## src/rtl/feature_reduce_tree.sv

```systemverilog
// Pipelined signed add/subtract reduction of NUM_FEATURES features to one, with a global stall.
// Optional output saturation is built when FEATURE_REDUCE_SAT_EN is defined; otherwise the sum wraps.
module feature_reduce_tree #(
  parameter int unsigned                FEATURE_WIDTH = 16,
  parameter int unsigned                NUM_FEATURES  = 6,
  parameter logic [NUM_FEATURES-1:0]    SIGN_MASK     = 6'b000011
) (
  input  logic                            clk,
  input  logic                            rst_n,
  input  logic                            in_valid,
  output logic                            in_ready,
  input  logic signed [FEATURE_WIDTH-1:0] features_in [0:NUM_FEATURES-1],
  output logic                            out_valid,
  input  logic                            out_ready,
  output logic signed [FEATURE_WIDTH-1:0] feature_out,
  output logic                            sat_hit
);

  localparam int unsigned LEVELS = $clog2(NUM_FEATURES);
  localparam int unsigned ACC_W  = FEATURE_WIDTH + LEVELS + 1;

  typedef logic signed [ACC_W-1:0] acc_t;

  // Number of live partial sums held at tree level l.
  function automatic int unsigned lvl_cnt(input int unsigned l);
    return (NUM_FEATURES + (32'd1 << l) - 32'd1) >> l;
  endfunction

  acc_t                            st_q [0:LEVELS-1][0:NUM_FEATURES-1];
  acc_t                            st_d [0:LEVELS-1][0:NUM_FEATURES-1];
  logic [LEVELS-1:0]               vld_q, vld_d;
  logic                            out_valid_q, out_valid_d;
  logic signed [FEATURE_WIDTH-1:0] feature_out_q, feature_out_d;
  logic                            sat_hit_d;
  acc_t                            sum;
  logic                            en;

  always_comb en = !(out_valid_q && !out_ready);

  always_comb begin
    acc_t ext;
    ext = '0;
    for (int unsigned l = 0; l < LEVELS; l++) begin
      for (int unsigned i = 0; i < NUM_FEATURES; i++) begin
        st_d[l][i] = '0;
      end
    end

    for (int unsigned i = 0; i < NUM_FEATURES; i++) begin
      ext        = {{(ACC_W-FEATURE_WIDTH){features_in[i][FEATURE_WIDTH-1]}}, features_in[i]};
      st_d[0][i] = SIGN_MASK[i] ? -ext : ext;
    end

    // Element j folds into slot j/2, so an unpaired last element passes through unchanged.
    for (int unsigned l = 1; l < LEVELS; l++) begin
      for (int unsigned j = 0; j < NUM_FEATURES; j++) begin
        if (j < lvl_cnt(l - 1)) begin
          st_d[l][j >> 1] = st_d[l][j >> 1] + st_q[l-1][j];
        end
      end
    end

    sum = '0;
    for (int unsigned j = 0; j < NUM_FEATURES; j++) begin
      if (j < lvl_cnt(LEVELS - 1)) begin
        sum = sum + st_q[LEVELS-1][j];
      end
    end

    vld_d[0] = in_valid;
    for (int unsigned l = 1; l < LEVELS; l++) begin
      vld_d[l] = vld_q[l-1];
    end
    out_valid_d = vld_q[LEVELS-1];

    sat_hit_d = 1'b0;
`ifdef FEATURE_REDUCE_SAT_EN
    if (sum > acc_t'({1'b0, {(FEATURE_WIDTH-1){1'b1}}})) begin
      feature_out_d = {1'b0, {(FEATURE_WIDTH-1){1'b1}}};
      sat_hit_d     = 1'b1;
    end else if (sum < -acc_t'({1'b1, {(FEATURE_WIDTH-1){1'b0}}})) begin
      feature_out_d = {1'b1, {(FEATURE_WIDTH-1){1'b0}}};
      sat_hit_d     = 1'b1;
    end else begin
      feature_out_d = sum[FEATURE_WIDTH-1:0];
    end
`else
    feature_out_d = sum[FEATURE_WIDTH-1:0];
`endif
  end

  always_ff @(posedge clk) begin
    if (en) begin
      st_q <= st_d;
    end
  end

  always_ff @(posedge clk or negedge rst_n) begin
    if (!rst_n) begin
      vld_q         <= '0;
      out_valid_q   <= 1'b0;
      feature_out_q <= '0;
    end else if (en) begin
      vld_q         <= vld_d;
      out_valid_q   <= out_valid_d;
      feature_out_q <= feature_out_d;
    end
  end

`ifdef FEATURE_REDUCE_SAT_EN
  logic sat_hit_q;

  always_ff @(posedge clk or negedge rst_n) begin
    if (!rst_n) begin
      sat_hit_q <= 1'b0;
    end else if (en) begin
      sat_hit_q <= sat_hit_d;
    end
  end

  assign sat_hit = sat_hit_q;
`else
  assign sat_hit = 1'b0;
`endif

  assign in_ready    = en;
  assign out_valid   = out_valid_q;
  assign feature_out = feature_out_q;

endmodule

```

## config.mk

```make
export PLATFORM = sky130hd
export DESIGN_NAME = feature_reduce_tree
export DESIGN_NICKNAME = d
export VERILOG_FILES = /design/src/rtl/feature_reduce_tree.sv
export SDC_FILE = /design/constraint.sdc
export NUM_CORES = 1
export LEC_CHECK = 0
export CAP_MARGIN = 5
export CORE_MARGIN = 5
export CORE_UTILIZATION = 55
export DETAILED_ROUTE_END_ITERATION = 12
export GPL_TIMING_DRIVEN = 0
export PLACE_DENSITY = 0.82
export SYNTH_ARGS = -nofsm -noshare
export SYNTH_HDL_FRONTEND = slang
export SYNTH_SLANG_ARGS = --single-unit
```

## constraint.sdc

```tcl
create_clock -name clk -period 19.5 [get_ports clk]
set_input_delay 3.9 -clock clk [delete_from_list [all_inputs] [get_ports clk]]
set_output_delay 3.9 -clock clk [all_outputs]
set_load 0.02 [all_outputs]
```

==> flow_metrics.tcl, run 1 <==
set metrics [dict create \
    relSlewSlack_pct 40.6 \
    synth.distinct_cells 70 \
    status "complete, no violations" \
    grt_pass1_vias 6487 \
    routed_wl_mm 18.7 \
    hold_violations 0 \
    finalCritPeriodShare_pct 55.9 \
    rsz0062_at_grt "no" \
    grt.met3_usage_pct 3.55 \
    worst_pin_slew_ns 0.888 \
    synthCells 788 \
    drc 0 \
    ir_drop_mv 0.117 \
    area_delta_synth_final_pct 21.4 \
    holdCritPathClass "reg2reg" \
    worstPathMaxFanout 74 \
    die-area_sq_um 21000 \
    first_pass_iters 5 \
    cts_resized 0 \
    drtAntennaViolNets 0 \
    power.leakage_nw 4.66 \
    worst-setup-path-type "in2out" \
    grt_pass1_wl_mm 31.0 \
    htree_levels 4 \
    final_common_cell "edfxtp_1" \
    maxCapViolations 0 \
    clk_latency_ns 0.44 \
    fin_util_pct 67.7 \
    cp-start-kind "primary input" \
    synth_top_cells_by_area "edfxtp_1, ha_1, dfrtp_1" \
    min_period_ns 10.90 \
    drive_gt1_share_pct 5.54 \
    die_w_um 145 \
    cp.required_ns 15.60 \
    synth_top_area_cell "edfxtp_1" \
    max_freq_ghz 0.0918 \
    postCtsSetupBuffers 0 \
    yosysTopAreaCellShare_pct 52.8 \
    critPathTopFamily "buffers and inverters" \
    port_buffers 117 \
    setup_viol 0 \
    grtUsageTotal_pct 18.0 \
    yosysSeqAreaShare_pct 57.8 \
    fin_skew_ns 0.0133 \
    vias 6571 \
    die_y_um 145 \
    clk_pin_slew_ns 0.07 \
    async_flop_share_pct 10.2 \
    cts-root-buf "clkbuf_16" \
    busiest_layer "met2" \
    cts_buffers 17 \
    final_net_count 1108 \
    power_per_cell_area_nw_per_um2 167 \
    post-dp-hpwl_mm 14.0 \
    syn_avg_cell_area_sq_um 12.7 \
    synth_ff_type "edfxtp_1" \
    ys_ff_latch 196 \
    end_kind "output port" \
    critPathBufInv 7 \
    place.gp.congestion 0.874 \
    global_route.usage.met2_pct 30.9 \
    cts_tree "done" \
    ctsLongestPathBuffers 2 \
    cts.sinks 196 \
    yosysWarningCount 0 \
    cts_hold_buf 0 \
    io_pins 119 \
    use_met1_pct 22.8 \
    grt_max_degree 75 \
    crit_slowest_cell "clkbuf_4" \
    final_cell_mix "edfxtp_1, clkdlybuf4s50_1, ha_1" \
    setup_tns_ns 0 \
    initial_core_util_pct 55.7 \
    syn-num-nets 970 \
    antennaDiodeCount 0 \
    arrival_ns 7.00 \
    finalPower_w 0.00203 \
    synth_edf_count 176 \
    crit_chain "clkdlybuf4s50_1 > nor2b_1 > clkbuf_1 > inv_1 > clkbuf_1 > clkbuf_4 > buf_16 > clkdlybuf4s50_1" \
    slowest_delay_ns 0.75 \
    num-fill-cells 1275 \
    netlist_area_sq_um 10000 \
    grt_overflow 0 \
    final-max-slew-violation-count 0 \
    core-area_sq_um 18000 \
    drt_first_iter_violations 407 \
    wire_per_inst_um 16.0 \
    viasPerCell 5.63 \
    antenna_found_initial 0 \
    num_rows 49 \
]
-- flip-flops by register name (all words and copies together), names as in the netlist --
signal       count
feature_out     16
out_valid        1
st_q           176
vld_q            3
-- metrics by stage --
| step | setup WS, ns | hold WS, ns | std cells | area, sq um |
|---|---|---|---|---|
| after floorplan | 5.99 | 0.400 | 788 | 10000 |
| after global placement | 2.21 | 0.402 | 1134 | 11500 |
| after detailed placement | 8.59 | 0.405 | 1136 | 11500 |
| after CTS | 8.59 | 0.422 | 1167 | 12200 |
| after global routing | 8.37 | 0.428 | 1167 | 12200 |
| final | 8.60 | 0.420 | 1167 | 12200 |
-- synthesized netlist by cell type (3+ instances only) --
library cell / instances
edfxtp_1: 176
clkbuf_1: 10
a211oi_1: 10
nand2_1: 57
nor4_1: 8
and4_1: 3
and3_1: 6
xnor2_1: 50
a21oi_1: 57
o21ai_1: 6
dfrtp_1: 20
nand4_1: 5
o21a_1: 8
xor2_1: 38
a41oi_1: 3
nor4b_1: 4
nand2b_1: 5
nor2_1: 47
nor2b_1: 6
nand3_1: 18
a21o_1: 19
or3_1: 3
nor3_1: 22
o21ai_0: 33
nand3b_1: 3
o31ai_1: 3
and2_1: 3
a31oi_1: 4
ha_1: 77
a21oi_2: 3
o31ai_2: 3
inv_1: 25
o21bai_1: 6
fa_1: 5
-- logic make-up after synthesis --
family	synth area share [%]
compound gates	12.4
flops	57.8
other cells	0.0374
mux	0.200
xor+xnor	7.70
fa+ha+maj	10.6
simple gates	9.82
buf+inv	1.44
-- power breakdown --
group / leakage, nW / total (W) / internal [W] / switching (W)
sequential: 2.02 / 0.000746 / 0.000683 / 0.0000630
combinational: 2.33 / 0.000915 / 0.000390 / 0.000525
clock: 0.301 / 0.000371 / 0.000217 / 0.000154
total: 4.66 / 0.00203 / 0.00129 / 0.000742
-- worst reg2reg max path, stage by stage, from the launching register on --
cell      delay [ns]
dfrtp_1         0.37
nor2b_1         0.13
clkbuf_1        0.22
inv_1           0.18
clkbuf_1        0.35
clkbuf_4        0.75
buf_16          0.39
-- metal layers --
metal / share of wire, % / vias up
met5: 0 / -
met4: 1.8 / 0
met3: 4.1 / 34
met2: 51 / 166
met1: 43 / 3123
li1: - / 3248
-- area by class of cell --
| cell class | count | area [sq um] | share of cell area [%] |
|---|---|---|---|
| clock buffers | 18 | 429 | 3.53 |
| multi-input cells | 555 | 4090 | 33.6 |
| flip-flops and latches | 196 | 5790 | 47.6 |
| inverters | 25 | 93.8 | 0.772 |
| repair buffers | 119 | 1230 | 10.1 |
| well taps | 229 | 287 | 2.36 |
| plain buffers | 12 | 53.8 | 0.443 |
| clock inverters | 13 | 198 | 1.63 |
-- path summary, 6_finish.rpt --
path,start,to,slack [ns],cells after the start
max,out_ready,in_ready,8.60,8
min,st_q[182],st_q[82],0.42,0
max reg2reg,out_valid,st_q[326],16.75,6
min reg2reg,st_q[182],st_q[82],0.42,0
max in group asynchronous,rst_n,out_valid,14.99,1
min in group asynchronous,rst_n,vld_q[1],3.96,1
Note: power is estimated with default switching activity, not from simulation.
==> inputs of run 2 (changes only) <==
- CORE_UTILIZATION: 55 -> 51
- PLACE_DENSITY: 0.82 -> 0.8
- clock period: 19.5 -> 9.5 ns (I/O delays scaled with it)
==> flow_metrics.tcl, run 2 (synthesized netlist as in run 1, its figures left out) <==
set metrics [dict create \
    hold_depth 0 \
    vias 6526 \
    worst-setup-path-type "in2out" \
    r2r_slack_ns 6.74 \
    busiest_layer "met2" \
    antennaDiodeCount 0 \
    grt_overflow 0 \
    post-dp-hpwl_mm 13.8 \
    drt_first_iter_violations 416 \
    clk_latency_ns 0.44 \
    largest_reg_flops 176 \
    global_route.usage.met2_pct 29.7 \
    antenna_found_initial 0 \
    cp.required_ns 7.60 \
    die-area_sq_um 22500 \
    rsz0062_at_grt "no" \
    die_y_um 150 \
    place_area_sq_um 11600 \
    worst_slack_ns 3.16 \
    initial_core_util_pct 51.6 \
    reg2reg_to "st_q[271]" \
    min_period_ns 6.34 \
    grtUsageTotal_pct 17.2 \
    regMostFlops "st_q" \
    wire_per_inst_um 15.5 \
    cp-start-kind "primary input" \
    cts-root-buf "clkbuf_16" \
    status "complete, no violations" \
    finalCritPeriodShare_pct 66.7 \
    cts_tree "done" \
    final_cell_mix "edfxtp_1, clkdlybuf4s50_1, ha_1" \
    final_common_cell "edfxtp_1" \
    port_buffers 117 \
    worst_pin_slew_ns 0.866 \
    hold_violations 0 \
    grt_max_degree 122 \
    fin_util_pct 62.7 \
    io_pins 119 \
    place.gp.congestion 0.851 \
    grt_pass1_vias 6452 \
    worstPathMaxFanout 66 \
    drc 0 \
    routed_wl_mm 18.6 \
    final-max-slew-violation-count 0 \
    setup_tns_ns 0 \
    hold_end "st_q[81]" \
    first_pass_iters 5 \
    postCtsSetupBuffers 0 \
    arrival_ns 4.44 \
    power.leakage_nw 4.63 \
    slowest_delay_ns 0.70 \
    setup_viol 0 \
    min-delay-start "st_q[181]" \
    reg2reg_from "out_valid" \
    relSlewSlack_pct 42.1 \
    use_met1_pct 22.0 \
    grt.met3_usage_pct 3.43 \
    htree_levels 4 \
    crit_chain "clkdlybuf4s50_1 > nor2b_1 > clkbuf_1 > inv_1 > clkbuf_1 > clkbuf_8 > clkdlybuf4s50_1" \
    ir_drop_mv 0.185 \
    drive_gt1_share_pct 5.34 \
    grt_pass1_wl_mm 30.6 \
    area_delta_synth_final_pct 21.4 \
    maxCapViolations 0 \
    final_area_sq_um 12200 \
    drtAntennaViolNets 0 \
    cts.sinks 196 \
    cts_hold_buf 0 \
    fin_skew_ns 0.0127 \
    max_freq_ghz 0.158 \
    core-area_sq_um 19400 \
    ctsLongestPathBuffers 2 \
    final_net_count 1107 \
    power_per_cell_area_nw_per_um2 340 \
    holdCritPathClass "reg2reg" \
    clk_pin_slew_ns 0.07 \
    viasPerCell 5.43 \
    end_kind "output port" \
    reg2reg_depth 6 \
    num_rows 51 \
    crit_slowest_cell "clkdlybuf4s50_1" \
    preCtsSetupSlack_ns 3.16 \
    cts_buffers 17 \
    die_w_um 150 \
    cts_resized 0 \
]
-- run 2: cell types whose count changed in the layout (fill, tap and decap cells not counted), sizes merged --
| cell | change |
|---|---|
| buf | -1 |
| clkinvlp | +1 |
| bufinv | -1 |
-- run 2: layer usage --
| layer | share of wire, % | routed length, um |
|---|---|---|
| met4 | 1.5 | 281 |
| met1 | 44 | 8220 |
| met2 | 50 | 9340 |
| met3 | 4.1 | 762 |
| met5 | 0 | 0 |
-- run 2: stage by stage --
| stage | instances | power (W) | hold WS (ns) |
|---|---|---|---|
| floorplan | 788 | 0.00290 | 0.400 |
| global placement | 1170 | 0.00335 | 0.400 |
| detailed placement | 1171 | 0.00340 | 0.405 |
| CTS | 1202 | 0.00415 | 0.423 |
| global route | 1202 | 0.00443 | 0.428 |
| finish | 1202 | 0.00413 | 0.420 |
-- run 2: power breakdown --
group	switching [W]	internal, W	total [W]
clock	0.000318	0.000418	0.000737
sequential	0.000130	0.00140	0.00153
combinational	0.00106	0.000795	0.00186
total	0.00151	0.00262	0.00413
-- run 2: how the worst max path moves through the flow --
stage                     startpoint       end  depth (start not counted)
after floorplan            out_ready  in_ready                          5
after global placement     out_ready  in_ready                          7
after detailed placement   out_ready  in_ready                          7
after CTS                  out_ready  in_ready                          7
after global routing       out_ready  in_ready                          7
final                      out_ready  in_ready                          7
-- run 2: critical path, delay by kind of cell --
family,cells,cell delay [ns]
and+or+nand+nor,1,0.04
buffers and inverters,6,2.45
-- run 2: cell type report --
| class | count | area (sq um) |
|---|---|---|
| clock buffers | 18 | 429 |
| inverters | 25 | 93.8 |
| flip-flops and latches | 196 | 5790 |
| clock inverters | 13 | 174 |
| well taps | 265 | 332 |
| fillers | 1487 | 7240 |
| repair buffers | 118 | 1200 |
| plain buffers | 12 | 60.1 |
| multi-input cells | 555 | 4090 |
==> inputs of run 3 (changes only) <==
- CORE_UTILIZATION: 51 -> 55
- PLACE_DENSITY: 0.8 -> 0.82
- clock period: 9.5 -> 6 ns (I/O delays scaled with it)
==> flow_metrics.tcl, run 3 (synthesized netlist as in run 1, its figures left out) <==
set metrics [dict create \
    grtUsageTotal_pct 18.3 \
    hold_depth 0 \
    use_met1_pct 23.3 \
    holdWs_ns 0.421 \
    slowest_delay_ns 0.73 \
    drtAntennaViolNets 0 \
    preCtsSetupSlack_ns 0.872 \
    crit_chain "clkdlybuf4s50_1 > nor2b_1 > clkbuf_1 > inv_1 > clkbuf_1 > clkbuf_8 > clkdlybuf4s50_1" \
    final_cell_mix "edfxtp_1, clkdlybuf4s50_1, ha_1" \
    drive_gt1_share_pct 5.54 \
    relSlewSlack_pct 41.2 \
    wire_per_inst_um 16.2 \
    cp-start-kind "primary input" \
    cts_hold_buf 0 \
    finalCritPeriodShare_pct 85.4 \
    fin_util_pct 67.4 \
    place.gp.congestion 0.865 \
    power.leakage_nw 4.64 \
    worstPathMaxFanout 93 \
    setup_viol 0 \
    status "complete, no violations" \
    initial_core_util_pct 55.7 \
    rsz0062_at_grt "no" \
    drt_first_iter_violations 395 \
    p_seq_share_pct 37.3 \
    internal-power_w 0.00410 \
    core-area_sq_um 18000 \
    post-dp-hpwl_mm 14.0 \
    drc 0 \
    grt_overflow 0 \
    largest_reg_flops 176 \
    sw_frac_of_total_pct 37.3 \
    grt_max_degree 95 \
    max_freq_ghz 0.195 \
    first_pass_iters 5 \
    cts-root-buf "clkbuf_16" \
    combinationalPowerShare_pct 45.3 \
    hold_violations 0 \
    vias 6553 \
    end_kind "output port" \
    num_rows 49 \
    fin_skew_ns 0.00843 \
    cts_resized 0 \
    reg2reg_depth 6 \
    grt_pass1_wl_mm 31.6 \
    viasPerCell 5.62 \
    final_common_cell "edfxtp_1" \
    maxCapViolations 0 \
    clk_latency_ns 0.43 \
    regMostFlops "st_q" \
    crit_slowest_cell "clkdlybuf4s50_1" \
    antenna_found_initial 0 \
    min_period_ns 5.13 \
    final_net_count 1107 \
    io_pins 119 \
    global_route.usage.met2_pct 31.7 \
    clk_pin_slew_ns 0.07 \
    antennaDiodeCount 0 \
    cts.sinks 196 \
    worst_slack_ns 0.874 \
    critPathBufInv 6 \
    port_buffers 117 \
    num-fill-cells 1279 \
    ir_drop_mv 0.504 \
    cts_buffers 17 \
    arrival_ns 3.93 \
    power_switching_w 0.00244 \
    path_depth 7 \
    clockPowerShare_pct 17.5 \
    critPathTopFamily "buffers and inverters" \
    cp.required_ns 4.80 \
    worst-setup-path-type "in2out" \
    grt.met3_usage_pct 3.49 \
    cts_tree "done" \
    die_w_um 145 \
    holdCritPathClass "reg2reg" \
    routed_wl_mm 18.9 \
    htree_levels 4 \
    busiest_layer "met2" \
    die_y_um 145 \
    final-max-slew-violation-count 0 \
    worst_pin_slew_ns 0.879 \
    die-area_sq_um 21000 \
    grt_pass1_vias 6675 \
    postCtsSetupBuffers 0 \
    area_delta_synth_final_pct 20.9 \
    ctsLongestPathBuffers 2 \
    power_per_cell_area_nw_per_um2 541 \
]
run 3: through the flow:
stage	instances	power [W]	setup TNS (ns)	instance area [sq um]
3_3_place_gp	1134	0.00529	-9.78	11500
5_1_grt	1167	0.00702	0	12100
3_5_place_dp	1135	0.00537	0	11500
2_1_floorplan	788	0.00460	0	10000
6_report	1167	0.00654	0	12100
4_1_cts	1167	0.00656	0	12100
run 3: metal layers:
| layer | wire length, um | part of all wire (%) |
|---|---|---|
| met4 | 285 | 1.5 |
| met5 | 0 | 0 |
| met1 | 8180 | 43 |
| met2 | 9580 | 51 |
| met3 | 897 | 4.7 |
run 3: worst reg2reg max path, cell delays in order (launching register included):
cell      delay [ns]
dfrtp_1         0.37
nor2b_1         0.13
clkbuf_1        0.21
inv_1           0.18
clkbuf_1        0.37
clkbuf_8        0.66
buf_16          0.42
run 3: cell type report:
type                       instances  area [sq um]  area share, %
inverter                          25          93.8          0.775
clock buffer                      17           425           3.51
clock inverter                    15           168           1.39
timing repair buffer             118          1200           9.90
buffer                            12          60.1          0.496
multi-input combinational        555          4090           33.8
sequential                       196          5790           47.8
tap                              229           287           2.37
run 3: power groups by stage:
| stage | Combinational [W] | Sequential (W) | Clock [W] |
|---|---|---|---|
| floorplan | 0.00212 | 0.00248 | 0 |
| global placement | 0.00281 | 0.00248 | 0 |
| detailed placement | 0.00291 | 0.00247 | 0 |
| CTS | 0.00296 | 0.00244 | 0.00116 |
| global route | 0.00331 | 0.00248 | 0.00122 |
| finish | 0.00296 | 0.00244 | 0.00114 |
run 3: path summary, 6_finish.rpt:
| check | slack (ns) | end | from |
|---|---|---|---|
| max | 0.87 | in_ready | out_ready |
| min | 0.42 | st_q[82] | st_q[182] |
| min reg2reg | 0.42 | st_q[82] | st_q[182] |
| min in group asynchronous | 1.26 | vld_q[0] | rst_n |
| max reg2reg | 3.23 | st_q[232] | out_valid |
| max in group asynchronous | 4.20 | feature_out[14] | rst_n |
